[src/rtl/vending_txn_ctrl.sv]
// vending_txn_ctrl: vending machine transaction controller.
// Owns the credit register. Handles coin insertion with saturation, drink
// purchase, a tick-paced dispense hold and tick-paced change return
// (10s first, then a 5, then the residue).
module vending_txn_ctrl #(
    parameter int unsigned PRICE_0        = 20,
    parameter int unsigned PRICE_1        = 25,
    parameter int unsigned PRICE_2        = 30,
    parameter int unsigned PRICE_3        = 60,
    parameter int unsigned MAX_MONEY      = 99,
    parameter int unsigned DISPENSE_TICKS = 2
) (
    input  logic       clk,
    input  logic       rst,
    input  logic       tick,
    input  logic       coin_5,
    input  logic       coin_10,
    input  logic       coin_50,
    input  logic       cancel,
    input  logic       sel_valid,
    input  logic [1:0] sel_idx,
    output logic [7:0] money,
    output logic [1:0] state,
    output logic [3:0] affordable,
    output logic       dispense_valid,
    output logic [1:0] dispense_idx,
    output logic       change_valid,
    output logic [7:0] change_amt,
    output logic       coin_reject,
    output logic       sel_reject
);

    typedef enum logic [1:0] {
        ST_INSERT   = 2'd0,
        ST_DISPENSE = 2'd1,
        ST_CHANGE   = 2'd2
    } state_t;

    localparam int unsigned CNT_W = (DISPENSE_TICKS > 1) ? $clog2(DISPENSE_TICKS) : 1;
    localparam logic [CNT_W-1:0] LAST_TICK = CNT_W'(DISPENSE_TICKS - 1);

    state_t           st;
    logic [CNT_W-1:0] tick_cnt;

    logic             coin_any;
    logic [8:0]       coin_val;
    logic [8:0]       money_sum;
    logic [7:0]       money_sat;
    logic [7:0]       price_sel;
    logic [7:0]       change_pick;

    assign state = st;

    // Price table and affordability flags, combinational from the credit register.
    always_comb begin
        // NOTE: every always_comb output gets a default first so no path can infer a latch.
        price_sel = 8'(PRICE_0);
        case (sel_idx)
            2'd0: price_sel = 8'(PRICE_0);
            2'd1: price_sel = 8'(PRICE_1);
            2'd2: price_sel = 8'(PRICE_2);
            2'd3: price_sel = 8'(PRICE_3);
            default: price_sel = 8'(PRICE_0);
        endcase
        affordable[0] = money >= 8'(PRICE_0);
        affordable[1] = money >= 8'(PRICE_1);
        affordable[2] = money >= 8'(PRICE_2);
        affordable[3] = money >= 8'(PRICE_3);
    end

    // Coin value with 5 > 10 > 50 priority, and saturating credit sum computed at 9 bits.
    always_comb begin
        coin_any = coin_5 | coin_10 | coin_50;
        coin_val = 9'd0;
        if (coin_5)       coin_val = 9'd5;
        else if (coin_10) coin_val = 9'd10;
        else if (coin_50) coin_val = 9'd50;
        money_sum = {1'b0, money} + coin_val;
        money_sat = (money_sum > 9'(MAX_MONEY)) ? 8'(MAX_MONEY) : money_sum[7:0];
    end

    // Next change coin: a 10 while possible, then a 5, then whatever residue is left.
    always_comb begin
        change_pick = money;
        if (money >= 8'd10)     change_pick = 8'd10;
        else if (money >= 8'd5) change_pick = 8'd5;
    end

    // Transaction FSM with registered credit, strobes and hold registers.
    always_ff @(posedge clk or negedge rst) begin
        if (!rst) begin
            st             <= ST_INSERT;
            tick_cnt       <= '0;
            money          <= 8'd0;
            dispense_valid <= 1'b0;
            dispense_idx   <= 2'd0;
            change_valid   <= 1'b0;
            change_amt     <= 8'd0;
            coin_reject    <= 1'b0;
            sel_reject     <= 1'b0;
        end else begin
            // NOTE: sequential state uses non-blocking assignments; strobes default low
            // here and are raised for a single cycle by the branches below.
            dispense_valid <= 1'b0;
            change_valid   <= 1'b0;
            coin_reject    <= 1'b0;
            sel_reject     <= 1'b0;
            case (st)
                ST_INSERT: begin
                    if (cancel && money != 8'd0) begin
                        st          <= ST_CHANGE;
                        coin_reject <= coin_any;
                    end else if (sel_valid) begin
                        if (money >= price_sel) begin
                            money          <= money - price_sel;
                            dispense_valid <= 1'b1;
                            dispense_idx   <= sel_idx;
                            tick_cnt       <= '0;
                            st             <= ST_DISPENSE;
                            coin_reject    <= coin_any;
                        end else begin
                            // A refused selection does not block a coin in the same cycle.
                            sel_reject <= 1'b1;
                            if (coin_any) money <= money_sat;
                        end
                    end else if (coin_any) begin
                        money <= money_sat;
                    end
                end
                ST_DISPENSE: begin
                    coin_reject <= coin_any;
                    sel_reject  <= sel_valid;
                    if (tick) begin
                        if (tick_cnt == LAST_TICK) begin
                            st <= (money != 8'd0) ? ST_CHANGE : ST_INSERT;
                        end else begin
                            tick_cnt <= tick_cnt + 1'b1;
                        end
                    end
                end
                ST_CHANGE: begin
                    coin_reject <= coin_any;
                    sel_reject  <= sel_valid;
                    if (tick) begin
                        change_valid <= 1'b1;
                        change_amt   <= change_pick;
                        money        <= money - change_pick;
                        if (money == change_pick) st <= ST_INSERT;
                    end
                end
                default: st <= ST_INSERT;
            endcase
        end
    end

endmodule

[config.mk]
export PLATFORM = sky130hd
export DESIGN_NAME = vending_txn_ctrl
export DESIGN_NICKNAME = d
export VERILOG_FILES = /design/src/rtl/vending_txn_ctrl.sv
export SDC_FILE = /design/constraint.sdc
export NUM_CORES = 1
export LEC_CHECK = 0
export BUFFER_PORTS_ARGS = -buffer_cell sky130_fd_sc_hd__buf_2
export CORE_AREA = 4 4 73 75
export CTS_CLUSTER_DIAMETER = 60
export DETAILED_ROUTE_END_ITERATION = 16
export DIE_AREA = 0 0 77 79
export PLACE_DENSITY = 0.72
export RECOVER_POWER = 25
export SLEW_MARGIN = 0
export SYNTH_ARGS = -nofsm -noshare
export SYNTH_HDL_FRONTEND = slang
export SYNTH_SLANG_ARGS = --single-unit
[constraint.sdc]
create_clock -name clk -period 3.1 [get_ports clk]
set_clock_uncertainty 0.15 [all_clocks]
set_input_delay 0.31 -clock clk [delete_from_list [all_inputs] [get_ports clk]]
set_output_delay 0.31 -clock clk [all_outputs]
set_load 0.1 [all_outputs]
# Word level (Yosys, flattened, before mapping)
# Cells that the tools add are included.
[word_totals]
register_bits = 25
in_bits = 10
output_inout_bits = 28
[classes]
addsub = 4
magnitude_cmp = 8
n_eq_ne = 15
n_mux = 42
bitwise = 3
reduce_logical = 12
[op_table]
columns = ["cell", "count"]
rows = [
  ["8-bit two-way mux", 8],
  ["8-bit one-hot mux with 4 select lines", 1],
  ["8-bit by 5-bit greater-or-equal comparator with 1-bit output, second input constant", 3],
  ["6-bit two-way mux", 3],
  ["1-bit two-way mux", 17],
  ["2-bit two-way mux", 8],
  ["8-bit one-hot mux with 2 select lines", 1],
  ["8-bit subtractor", 2],
  ["2-bit inequality test, second input constant", 7],
  ["8-bit by 9-bit adder with 9-bit output", 1],
  ["9-bit by 7-bit greater-than comparator with 1-bit output, second input constant", 1],
  ["8-bit equality test", 1],
  ["8-bit by 3-bit greater-or-equal comparator with 1-bit output, second input constant", 1],
  ["8-bit by 4-bit greater-or-equal comparator with 1-bit output, second input constant", 1],
  ["8-bit by 6-bit greater-or-equal comparator with 1-bit output, second input constant", 1],
  ["8-bit greater-or-equal comparator", 1],
  ["8-bit nonzero test", 1],
  ["2-bit equality test, second input constant", 3],
  ["3-bit inequality test, second input constant", 2],
  ["1-bit one-hot mux with 2 select lines", 3],
  ["2-bit one-hot mux with 3 select lines", 1],
  ["6-bit AND reduction", 1],
  ["5-bit AND reduction", 1],
  ["2-bit by 1-bit equality test with 1-bit output, second input constant", 2],
  ["other kinds (10)", 13],
]

# Longest topological paths before layout
[logic_depth]
word_depth = 11
ltp_mapped = 14

# Worst setup path after synthesis
# Ideal clock, no wire load.
[synth_timing]
kind = "register to output"
start = "reg money[4]"
end = "out affordable[3]"
arrival_time_ns = 3.758
required_ns = 2.640
slack_ns = -1.118
stages_incl_launch_ff = 5
cell_sequence = "dfrtp_1 > clkbuf_1 > buf_1 > nand2_1 > o21ai_0"
[synth_via]
elab_chain_len = 1
[synth_rtl]
columns = ["item", "line_no", "rtl"]
rows = [
  ["start: declaration", "22", "output logic [7:0] money,"],
  ["start signal: assignment", "115", "money <= money - price_sel;"],
  ["start signal: assignment", "124", "if (coin_any) money <= money_sat;"],
  ["start signal: assignment", "127", "money <= money_sat;"],
  ["8-bit by 6-bit greater-or-equal comparator with 1-bit output", "68", "affordable[3] = money >= 8'(PRICE_3);"],
  ["end: declaration", "24", "output logic [3:0] affordable,"],
]
# Every way passes these cells.

# Worst setup path after layout
[layout_timing]
start = "reg money[6]"
end = "reg money[6]"
[layout_via]
word_cells_on_any_way = 20
classes_between = "add/sub (3); order compare (4); eq/ne (1); mux (9); reduce/logical (3)"
[layout_lines]
columns = ["item", "line_no", "rtl"]
rows = [
  ["8-bit by 3-bit greater-or-equal comparator with 1-bit output", "86", "else if (money >= 8'd5) change_pick = 8'd5;"],
  ["8-bit two-way mux", "86", ""],
  ["8-bit two-way mux (*)", "85", "if (money >= 8'd10) change_pick = 8'd10;"],
  ["via change_pick[0]", "50", "logic [7:0] change_pick;"],
  ["8-bit subtractor (*)", "147", "money <= money - change_pick;"],
  ["8-bit two-way mux (*)", "144", "if (tick) begin"],
  ["8-bit one-hot mux with 2 select lines (*)", "108", "case (st)"],
]
# Mark *: on every way through the listed nets, which the timed path passes. The rest lies on a longest branch. The select of a mux whose other input is x is not followed.
# A chain may end at the register's enable or synchronous reset.

==> out/qor_table.md <==
| Metric | Reported |
| --- | --- |
| List of cells traversed by the critical path | or4_4 > nor2_2 > ha_2 > inv_1 > fa_2 > a21o_1 > a21oi_2 > o21bai_1 > a21oi_2 > xnor2_1 > and3_1 > a211o_1 |
| Worst-case clock buffer depth | 2 |
| Gr busiest metal | met2 |
| Fin nets | 385 |
| Unrepaired setup endpoints after global routing | yes |
| Hold/Removal Path Class | in -> reg |
| Number of distinct library cells after synthesis | 60 |
| Final critical path time including I/O delays and setup | 2.98 ns |
| Initial drt markers | 157 |
| Predominant post-synthesis flop cell | dfrtp_1 |
| Final Non-Filler Cells | 405 |
| Rows | 25 |
| Core region area | 4660 um^2 |
| Remaining routing DRC violations | 0 |
| Number of max-cap violations | 0 |
| Hold wc startpoint | sel_idx[0] |
| Hold violation total from the final report | 0 |
| Arrival @ worst endpoint | 3.00 ns |
| Type of destination of the critical path | flip-flop |
| Final count of negative-setup-slack endpoints | 0 |
| Number of clock buffers inserted by TritonCTS | 3 |
| Count of mapped cells out of synthesis | 294 |
| Pre-Repair DR Iteration Count | 6 |
| Highest Clock Rate | 0.336 GHz |
| Endpoint required time on the critical path | 3.12 ns |
| Sequential share of the synthesized area | 26.1% |
| Fraction of synthesized cell area taken by the top area cell type | 26.1% |
| Die span in y | 79 um |
| Cell at the root of the clock tree | clkbuf_8 |
| Die Wd | 77 um |
| Area leader, netlist | dfrtp_1 |
| Startpoint of the most critical register-to-register path | money[6]$_DFFE_PN0P_ |
| Post-placement setup slack | 0.0106 ns |
| Global-route wire length before repair | 10,200 um |
| DR WL/cell | 15.4 um |
| DP Wirelength | 4860 um |
| Remaining antenna violation count after routing | 0 |
| Mean number of vias per cell | 5.81 |
| Cell with the largest stage delay on the worst path | or4_4 |
| Final setup slack of the worst path | 0.122 ns |
| Crit-path most repeated cell | a21oi_2 |
| Crit-path max FO | 4 |
| Top-Level Pins | 38 |
| Maximum number of pins on one net before global-route repair | 26 |
| Met2 Usage GRT | 34.6% |
| Dominant cells by area after synthesis | dfrtp_1, ha_1, nand2_1 |
| Count of buffers from port buffering | 37 |
| Final slew viol count | 0 |
| Synthesized flop and latch total | 25 |
| Critical path launch point type | flip-flop |
| Async S/R FF share, synth | 100% |
| Mapped Avg Cell Area | 8.15 um^2 |
| Effective utilization at floorplan | 51.4% |
| Met3 demand-to-capacity share in global routing | 2.04% |
| Final weighted congestion in routability-driven placement | 0.851 |
| Yosys warnings | 0 |
| Maximum level of the CTS H-tree | 1 |
| Number of vias after detailed routing | 2,354 |
| Final routed wirelength across all metal layers | 6220 um |
| Ratio of cells with drive above 1 in the final layout | 27.4% |
| # clock sinks | 25 |
| Met1 track utilization from global routing | 29.2% |
| Number of enable-type register cells in the synthesized netlist | 0 |
| Antenna violations before repair | 0 |
| Worst setup path class | reg -> reg |
| Die Area | 6080 um^2 |
| Synthesis-to-finish area growth | 22.1% |
| Total overflow reported by the global router | 0 |
| CTS tree | done |
| Biggest cell delay along the critical path | 0.52 ns |
| Ant. Diodes | 0 |
| Startpoint of the worst setup timing path | money[6]$_DFFE_PN0P_ |
| Reg clk slew, reported paths | 0.10 ns |
| Outcome | complete, no violations |
| Later-pin clock latency in the skew report | 0.28 ns |
| Period utilization | 96.1% |
| GRT Overall Usage | 20.6% |
| Vias in the first global route | 2,115 |
| Transition time at the pin with the least slew margin | 1.44 ns |
| Count of placed standard cells including taps | 396 |
| Slew headroom | 3.74% |
| Total standard cell area after synthesis | 2400 um^2 |
[cells in the mapped netlist, types with 3 or more instances]
cell type	instances
mux2i_1	3
clkbuf_1	7
a21o_1	5
nor3b_1	4
a21oi_1	20
o21ai_1	7
o211ai_1	4
inv_1	13
xor2_1	6
o31ai_1	5
nand2b_1	7
and3_1	3
nor3_1	8
buf_2	3
o21ai_0	15
nand2_1	35
nor2b_1	3
or4_1	3
nor2_1	23
o21a_1	5
a211oi_1	6
fa_1	3
nand3_1	5
xnor2_1	7
and2_1	6
dfrtp_1	25
ha_1	20
[sequential cells by signal, indices dropped and copies added, names as in the netlist]
name / flops
dispense_valid: 1
sel_reject: 1
change_amt: 8
state: 2
coin_reject: 1
dispense_idx: 2
tick_cnt: 1
change_valid: 1
money: 8
[logic make-up after synthesis]
| kind of cell | synth area share (%) |
|---|---|
| AND/OR/NAND/NOR | 24.1 |
| buffers and inverters | 4.23 |
| AO/OA/AOI/OAI | 26.5 |
| XOR/XNOR | 4.75 |
| flip-flops | 26.1 |
| multiplexers | 1.25 |
| adder cells (fa/ha/maj) | 13.0 |
| other | 0.157 |
[what timing repair did]
item	CTS	global route
buffers inserted	0	4
hold buffers	1	0
endpoints found under the hold margin	25	0
endpoints found under the setup margin	1	5
gates resized for setup	0	10
pin swaps	1	6
[final cells by class]
class                           count  area (um^2)
Multi-Input combinational cell    245         1740
Inverter                           14         52.6
Clock inverter                      1         7.51
Tap cell                           54         67.6
Clock buffer                        3         41.3
Fill cell                         414         1730
Timing Repair Buffer               63          382
Sequential cell                    25          641
[through the flow]
stage | instance area [um^2] | hold WS, ns | setup TNS [ns] | utilization (%)
2_1_floorplan | 2450 | -0.136 | -0.981 | -
3_3_place_gp | 2800 | 0.193 | 0 | 60.1
3_5_place_dp | 2800 | 0.210 | 0 | 60.1
4_1_cts | 2860 | 0.124 | 0 | 61.4
5_1_grt | 2930 | 0.143 | -0.0254 | 62.8
6_report | 2930 | 0.129 | 0 | 62.8
[worst max-delay path, delay by kind of cell, from the launching register on]
kind	cells	cell delay [ns]
compound gates	5	0.80
xor+xnor	1	0.07
fa+ha+maj	2	0.52
buf+inv	1	0.05
flops	1	0.48
simple gates	3	0.80
[routing by layer]
layer / routed length, um / vias to the layer above / part of all wire [%]
met2: 2890 / 62 / 47
met3: 299 / 6 / 4.8
met5: 0 / - / 0
met1: 2980 / 1101 / 48
met4: 45 / 0 / 0.72
li1: - / 1185 / -
[final timing paths]
| path | slack (ns) | endpoint | cells after the start |
|---|---|---|---|
| worst max-delay path | 0.12 | money[6]$_DFFE_PN0P_ | 12 |
| worst min-delay path | 0.13 | dispense_idx[0]$_DFFE_PN0P_ | 3 |
| worst max register to register | 0.12 | money[6]$_DFFE_PN0P_ | 12 |
| worst min register to register | 0.33 | change_amt[1]$_DFFE_PN0P_ | 2 |
| max in group asynchronous | 1.04 | money[4]$_DFFE_PN0P_ | 2 |
| min in group asynchronous | 0.74 | money[1]$_DFFE_PN0P_ | 2 |
[cell usage in the layout (no fill, tap or decap), types with 3 or more instances in the layout]
cell,instances
nor3b_1,4
o21ai_1,9
conb_1,3
dfrtp_2,6
nand2_1,35
buf_2,36
a21oi_1,17
nand2b_1,7
o211ai_1,4
xor2_1,6
buf_4,25
clkbuf_8,3
dfrtp_1,17
mux2i_1,3
nor2b_1,3
a21oi_2,4
and3_1,3
o21ai_0,10
nor3_1,7
a211oi_1,6
and2_1,6
inv_1,13
o31ai_1,3
o21a_1,5
ha_1,19
nor2_1,22
a21o_1,5
nand3_1,5
xnor2_1,7
o21ai_2,4
Power is left out: the tool's default activity adds up to more than one toggle a clock period on the data nets, which glitch-free logic cannot reach.
